--- src/rtl/tdm_demux4.sv ---
// Four-slot TDM demultiplexer with sof framing and HUNT/SYNC lock tracking.
// Words are staged in shadow registers; the four outputs update only when a frame completes.
module tdm_demux4 #(
  parameter int unsigned W = 8
) (
  input  logic         clk,
  input  logic         rst_n,
  input  logic [W-1:0] din,
  input  logic         din_valid,
  input  logic         sof,
  output logic [W-1:0] dout_a,
  output logic [W-1:0] dout_b,
  output logic [W-1:0] dout_c,
  output logic [W-1:0] dout_d,
  output logic         frame_valid,
  output logic [1:0]   slot,
  output logic         locked,
  output logic         sync_err,
  output logic [7:0]   frame_cnt
);

  localparam logic [0:0] HUNT = 1'b0;
  localparam logic [0:0] SYNC = 1'b1;

  logic [0:0]   state_q, state_d;
  logic [1:0]   slot_q, slot_d;
  logic [W-1:0] sh0_q, sh0_d;
  logic [W-1:0] sh1_q, sh1_d;
  logic [W-1:0] sh2_q, sh2_d;
  logic [W-1:0] a_q, a_d;
  logic [W-1:0] b_q, b_d;
  logic [W-1:0] c_q, c_d;
  logic [W-1:0] d_q, d_d;
  logic         fv_q, fv_d;
  logic         err_q, err_d;
  logic [7:0]   cnt_q, cnt_d;
  logic         hunt;

  assign hunt = (state_q == HUNT);

  always_comb begin
    state_d = state_q;
    slot_d  = slot_q;
    sh0_d   = sh0_q;
    sh1_d   = sh1_q;
    sh2_d   = sh2_q;
    a_d     = a_q;
    b_d     = b_q;
    c_d     = c_q;
    d_d     = d_q;
    fv_d    = 1'b0;
    err_d   = 1'b0;
    cnt_d   = cnt_q;
    if (din_valid) begin
      unique case (1'b1)
        sof: begin
          // sof mid-frame drops the partial frame and restarts at slot 0
          err_d   = !hunt && (slot_q != 2'd0);
          sh0_d   = din;
          slot_d  = 2'd1;
          state_d = SYNC;
        end
        (!sof && hunt): begin
        end
        (!sof && !hunt && slot_q == 2'd0): begin
          err_d   = 1'b1;
          state_d = HUNT;
        end
        default: begin
          slot_d = slot_q + 2'd1;
          case (slot_q)
            2'd1: sh1_d = din;
            2'd2: sh2_d = din;
            2'd3: begin
              a_d   = sh0_q;
              b_d   = sh1_q;
              c_d   = sh2_q;
              d_d   = din;
              fv_d  = 1'b1;
              cnt_d = cnt_q + 8'd1;
            end
            default: begin
            end
          endcase
        end
      endcase
    end
  end

  always_ff @(posedge clk or negedge rst_n) begin
    if (!rst_n) begin
      state_q <= HUNT;
      slot_q  <= 2'd0;
      sh0_q   <= '0;
      sh1_q   <= '0;
      sh2_q   <= '0;
      a_q     <= '0;
      b_q     <= '0;
      c_q     <= '0;
      d_q     <= '0;
      fv_q    <= 1'b0;
      err_q   <= 1'b0;
      cnt_q   <= 8'd0;
    end else begin
      state_q <= state_d;
      slot_q  <= slot_d;
      sh0_q   <= sh0_d;
      sh1_q   <= sh1_d;
      sh2_q   <= sh2_d;
      a_q     <= a_d;
      b_q     <= b_d;
      c_q     <= c_d;
      d_q     <= d_d;
      fv_q    <= fv_d;
      err_q   <= err_d;
      cnt_q   <= cnt_d;
    end
  end

  assign dout_a      = a_q;
  assign dout_b      = b_q;
  assign dout_c      = c_q;
  assign dout_d      = d_q;
  assign frame_valid = fv_q;
  assign slot        = slot_q;
  assign locked      = (state_q == SYNC);
  assign sync_err    = err_q;
  assign frame_cnt   = cnt_q;

endmodule

--- config.mk ---
export PLATFORM = sky130hd
export DESIGN_NAME = tdm_demux4
export DESIGN_NICKNAME = d
export VERILOG_FILES = /design/src/rtl/tdm_demux4.sv
export SDC_FILE = /design/constraint.sdc
export NUM_CORES = 1
export LEC_CHECK = 0
export BUFFER_PORTS_ARGS = -buffer_cell sky130_fd_sc_hd__clkbuf_2
export CAP_MARGIN = 20
export CORE_UTILIZATION = 40
export CTS_CLUSTER_SIZE = 14
export DETAILED_ROUTE_END_ITERATION = 12
export HOLD_SLACK_MARGIN = 0.08
export SETUP_SLACK_MARGIN = 0.4
export SLEW_MARGIN = 10
export SYNTH_ARGS = -nofsm -noshare
export SYNTH_HDL_FRONTEND = slang
export SYNTH_SLANG_ARGS = --single-unit
--- constraint.sdc ---
create_clock -name clk -period 2.3 [get_ports clk]
set_input_delay 0.69 -clock clk [delete_from_list [all_inputs] [get_ports clk]]
set_output_delay 0.69 -clock clk [all_outputs]
set_load 0.02 [all_outputs]
==> flow_summary.yaml, run 1 <==
grt:
  grt_pass1_wl_mm: 8.23
  grt_usage: 0.151
  grt_overflow: 0
  grt_max_degree: 70
  antenna_found_initial: 0
  grt_pass1_vias: 1554
place:
  dp_cells: 323
  pre_cts_ws_ps: 302
  detailed_place_hpwl_mm: 3.09
  io_buffers: 56
  gp_congestion: 0.755
worst_setup_path:
  r2r_slack_ps: 500
  cp_slowest_cell: "dfrtp_1"
  crit_type: "reg -> reg"
  crit_path_max_fanout: 17
  critPathCaptureType: "register"
  r2r-start: "slot[1]$_DFFE_PN0P_"
  critical_path_arrival_ps: 2020
  path_delay_family: "buffers and inverters"
  path_buf_inv: 2
  crit_path_start_kind: "register"
  cp-endpoint: "dout_d[0]$_DFFE_PN0P_"
  required_ps: 2520
  cp_cell_sequence: "inv_1 -> ha_2 -> and4bb_4 -> nand2_4 -> bufbuf_16 -> mux2_4"
  critical_path.max_stage_delay_ps: 390
  cp.depth: 6
  rr_worst_depth: 6
  reg2reg_to: "dout_d[0]$_DFFE_PN0P_"
  startpoint: "slot[1]$_DFFE_PN0P_"
routing:
  vias: 1603
  vias_per_cell: 4.69
  drt_iter0_markers: 58
  dr.pass1.iters: 6
  wire_per_inst_um: 14.9
  drt-total-wl_mm: 5.08
  drc: 0
  ant_nets: 0
sta:
  fin_ws_ps: 502
  fin_crit_ps: 1800
  worstMarginPinSlew_ps: 442
  fmax_mhz: 556
  hold_viol_final: 0
  rsz0062_at_grt: "false"
  relSlewSlack: 0.705
  finalSetupViolations: 0
  hold_ws_ps: 368
  period_share: 0.782
  slew_violations: 0
  fin_setup_tns_ps: 0
  fin_skew_ps: 4.03
logic_synthesis:
  ys.flop_type: "dfrtp_1"
  synth.most_common_cell: "dfrtp_1"
  syn-num-nets: 190
  ys_seq_area_frac: 0.607
  ys_seq_elements: 69
  yosysTopAreaCellShare: 0.607
  synth-edff-count: 0
  synthTopCellsByCount: "dfrtp_1 (69), mux2_2 (31), mux2_4 (28)"
  synthesis.area_um2: 2840
  synth_area_leaders: "dfrtp_1 (61%), mux2_4 (15%), mux2_2 (12%)"
  synth-async-reset-ratio: 1.00
  avgSynthCellArea_um2: 16.4
  synth.distinct_cells: 21
  yosysWarnings: 0
  syn_inst: 173
  synth_area_leader_cell: "dfrtp_1"
clocking:
  hold_buffers: 0
  htree_levels: 3
  clk_pin_slew_ps: 70
  root_buffer: "clkbuf_8"
  clock_path_buffers: 2
  cts_tree: "done"
  cts_sinks: 69
  clk_latency_ps: 330
  numCtsBuffers: 9
min_path:
  hp-class: "in -> async"
power:
  power_density_nw_per_um2: 1290
  power_leakage_nw: 1.83
  irDropWorstVdd_v: 0.000554
floorplanning:
  start_util: 0.416
  die_area_um2: 7450
  die_h_um: 86.3
  die_w_um: 86.3
  core_um2: 6830
  io_pins: 57
  rows: 30
outcome:
  status: "complete, no violations"
final_layout:
  drive_gt1_frac: 0.569
  final_cells: 342
  area_delta_synth_final_pct: 22.0
  antennaDiodeCount: 0
  finalNetCount: 259
run:
  maxCapViolCount: 0
==> cell families after synthesis <==
group / after synthesis / share of synthesized area
DFF: 69 / 0.607
muxes: 59 / 0.271
and+or+nand+nor: 21 / 0.0445
xor gates and xnor gates: 8 / 0.0246
buffers and inverters: 8 / 0.0224
adders and majority gates: 5 / 0.0220
AOI/OAI and AO/OA: 3 / 0.00837
==> power breakdown <==
part,switching (mW),internal [mW]
sequential,0.284,1.69
clock,0.415,0.413
combinational,0.820,0.862
==> cell usage in the layout (no fill, tap or decap) <==
master	Yosys	routed
a22o_1	1	1
and2_1	1	1
and3_1	5	5
and4bb_4	0	1
buf_12	0	1
buf_16	0	1
buf_2	0	1
buf_4	1	4
bufbuf_16	0	1
clkbuf_1	0	3
clkbuf_2	0	55
clkbuf_8	0	10
clkinv_2	0	2
dfrtp_1	69	68
dfrtp_2	0	1
ha_1	5	4
ha_2	0	1
inv_1	3	3
mux2_2	31	31
mux2_4	28	28
nand2_1	4	4
nand2_2	2	2
nand2_4	1	1
nand2b_1	1	1
nand3_1	5	5
nand4_1	1	1
o22a_1	1	1
o22ai_1	1	1
xnor2_1	7	7
xor2_1	1	1
==> worst min-delay path by stage <==
stage	cells past startpoint	end	slack, ps
4_1_cts	2	frame_cnt[0]$_DFFE_PN0P_	380
3_5_place_dp	1	frame_cnt[7]$_DFFE_PN0P_	470
2_1_floorplan	0	dout_a[0]$_DFFE_PN0P_	390
6_report	2	dout_a[7]$_DFFE_PN0P_	370
5_1_grt	2	dout_a[7]$_DFFE_PN0P_	390
3_3_place_gp	1	frame_cnt[7]$_DFFE_PN0P_	460
==> metal layers <==
layer / share of wire / vias to the layer above / GRT usage
met5: 0 / - / 0
met4: 0.0094 / 0 / 0.0455
met3: 0.053 / 6 / 0.0600
met2: 0.47 / 41 / 0.227
met1: 0.47 / 814 / 0.202
li1: - / 742 / -
==> final cells by class <==
| cell class | count | area [um^2] |
|---|---|---|
| clock buffer | 13 | 149 |
| clock inverter | 2 | 10.0 |
| fill | 611 | 3360 |
| inverter | 3 | 11.3 |
| multi-input combinational | 96 | 1060 |
| sequential | 69 | 1730 |
| tap | 96 | 120 |
| timing repair buffer | 63 | 390 |
==> through the flow <==
stage	util	total power, mW	instance area (um^2)
2_1_floorplan	-	3.12	2840
3_3_place_gp	0.474	3.60	3240
3_5_place_dp	0.474	3.63	3240
4_1_cts	0.506	4.54	3460
5_1_grt	0.508	4.76	3470
6_report	0.508	4.48	3470
==> state kept, by name, summed over array words and instances (netlist names), 2 cells and up <==
register and count:
sh1_q 8, slot 2, dout_b 8, dout_a 8
frame_cnt 8, sh0_q 8, sh2_q 8, dout_d 8
dout_c 8
==> repair_timing <==
action	4_1_cts	5_1_grt
gates resized for setup	3	1
endpoints found under the hold margin	0	0
pin swaps	0	1
setup endpoints to repair	33	15
cloned	1	0
setup buffers	2	1
No activity file was read; power rests on OpenSTA's default activity.
==> inputs of run 2 (changes only) <==
Clock period 2.3 ns to 1.9 ns, I/O delays scaled along.
==> flow_summary.yaml, run 2 (synthesized netlist as in run 1, its figures left out) <==
sta:
  worstMarginPinSlew_ps: 436
  slew_violations: 0
  rsz0062_at_grt: "true"
  fin_setup_tns_ps: 0
  hold_viol_final: 0
  fin_crit_ps: 1670
  finalSetupViolations: 0
  relSlewSlack: 0.709
  period_share: 0.880
  fmax_mhz: 598
  fin_skew_ps: 7.31
clocking:
  clock_path_buffers: 2
  hold_buffers: 0
  clk_pin_slew_ps: 80
  root_buffer: "clkbuf_8"
  numCtsBuffers: 9
  clk_latency_ps: 330
  htree_levels: 3
  cts_sinks: 69
  cts_tree: "done"
power:
  switching_share: 0.343
  power_density_nw_per_um2: 1610
  p_total_mw: 6.26
  power_switching_mw: 2.14
  irDropWorstVdd_v: 0.000696
  pwr-share-clk: 0.185
  combPwrFrac: 0.435
  power_leakage_nw: 2.01
  p_seq_frac: 0.381
  p_int_mw: 4.11
floorplanning:
  start_util: 0.416
  die_h_um: 86.3
  io_pins: 57
  die_w_um: 86.3
  rows: 30
  core_um2: 6830
  die_area_um2: 7450
routing:
  wl_met1_mm: 2.84
  drt_iter0_markers: 78
  wl_met3_um: 212
  drt-total-wl_mm: 5.76
  dr.max_layer_used: "met4"
  vias: 1729
  wire_per_inst_um: 15.6
  ant_nets: 0
  dr_wl_met2_mm: 2.64
  dr.pass1.iters: 4
  drc: 0
  vias_per_cell: 4.67
final_layout:
  post-route-util: 0.570
  final_cells: 370
  antennaDiodeCount: 0
  drive_gt1_frac: 0.646
  layout.cells.most_common: "dfrtp_1"
  layout_common_cells: "dfrtp_1 (67), clkbuf_2 (38), mux2_2 (30), mux2_4 (29), buf_4 (25)"
  fillCellCount: 574
  finalNetCount: 286
  area_delta_synth_final_pct: 36.9
  fin_area_um2: 3890
worst_setup_path:
  cp_slowest_cell: "dfrtp_2"
  startpoint: "slot[1]$_DFFE_PN0P_"
  critical_path.max_stage_delay_ps: 400
  critPathCaptureType: "register"
  path_delay_family: "simple AND/OR/NAND/NOR gates"
  path_buf_inv: 2
  cp.depth: 6
  rr_worst_depth: 6
  critical_path_arrival_ps: 1900
  r2r_slack_ps: 230
  r2r-start: "slot[1]$_DFFE_PN0P_"
  required_ps: 2120
  crit_type: "reg -> reg"
  cp_cell_sequence: "inv_4 -> ha_4 -> and4bb_2 -> buf_12 -> nand2_4 -> mux2_4"
  crit_path_max_fanout: 8
  crit_path_start_kind: "register"
place:
  detailed_place_hpwl_mm: 3.12
  io_buffers: 56
  placed_cell_area_um2: 3280
  gp_congestion: 0.717
  dp_cells: 327
grt:
  antenna_found_initial: 0
  grt_pass1_wl_mm: 9.12
  grt_max_degree: 70
  grt_overflow: 0
  grt_pass1_vias: 1693
  grt_usage: 0.165
run:
  maxCapViolCount: 0
outcome:
  status: "complete, no violations"
min_path:
  hp-class: "in -> async"
==> run 2: cell count changes in the layout (fill, tap and decap cells not counted), moves of 3 or more <==
cell      before  now
buf_4          4   25
nand2_8        0    5
clkbuf_2      55   38
clkbuf_1       3    0
buf_6          0   12
buf_2          1    4
==> run 2: worst paths after layout <==
path,endpoint
max in group asynchronous,slot[1]$_DFFE_PN0P_
setup reg to reg,dout_c[6]$_DFFE_PN0P_
hold reg to reg,frame_cnt[7]$_DFFE_PN0P_
hold / removal,dout_b[7]$_DFFE_PN0P_
min in group clk,frame_cnt[7]$_DFFE_PN0P_
setup / recovery,dout_c[6]$_DFFE_PN0P_
==> run 2: through the flow <==
| stage | hold WS [ps] | worst slack (ps) |
|---|---|---|
| 2_1_floorplan | 274 | 161 |
| 3_3_place_gp | 462 | 55.9 |
| 3_5_place_dp | 467 | 55.1 |
| 4_1_cts | 260 | 249 |
| 5_1_grt | 262 | 179 |
| 6_report | 245 | 227 |
==> run 2: routing by layer <==
layer / track usage / up-vias
li1: - / 797
met1: 0.235 / 887
met2: 0.245 / 37
met3: 0.0476 / 8
met4: 0.0500 / 0
met5: 0 / -
==> run 2: cell type report <==
| class | instances | area (um^2) | share of cell area |
|---|---|---|---|
| Sequential cell | 69 | 1730 | 0.444 |
| Timing Repair Buffer | 85 | 634 | 0.163 |
| Tap cell | 96 | 120 | 0.0309 |
| Clock buffer | 9 | 124 | 0.0318 |
| Inverter | 3 | 13.8 | 0.00354 |
| Clock inverter | 7 | 66.3 | 0.0170 |
| Multi-Input combinational cell | 101 | 1200 | 0.310 |
==> run 2: power groups by stage <==
stage,Clock [mW],Sequential [mW],Combinational [mW]
finish,1.16,2.38,2.72
global route,1.27,2.45,2.89
CTS,1.19,2.38,2.42
detailed placement,0,2.41,2.04
global placement,0,2.42,2.01
floorplan,0,2.82,0.999
==> run 2: worst reg2reg max path, stage by stage (launching register included) <==
cell and delay (ps):
dfrtp_2 400, inv_4 50, ha_4 150, and4bb_2 360, buf_12 170, nand2_4 120
mux2_4 330
==> run 2: repair_timing <==
| action | CTS | global route |
|---|---|---|
| cloned | 5 | 1 |
| gates resized for setup | 19 | 40 |
| pin swaps | 0 | 2 |
| setup buffers | 10 | 11 |
| endpoints found under the setup margin | 65 | 75 |
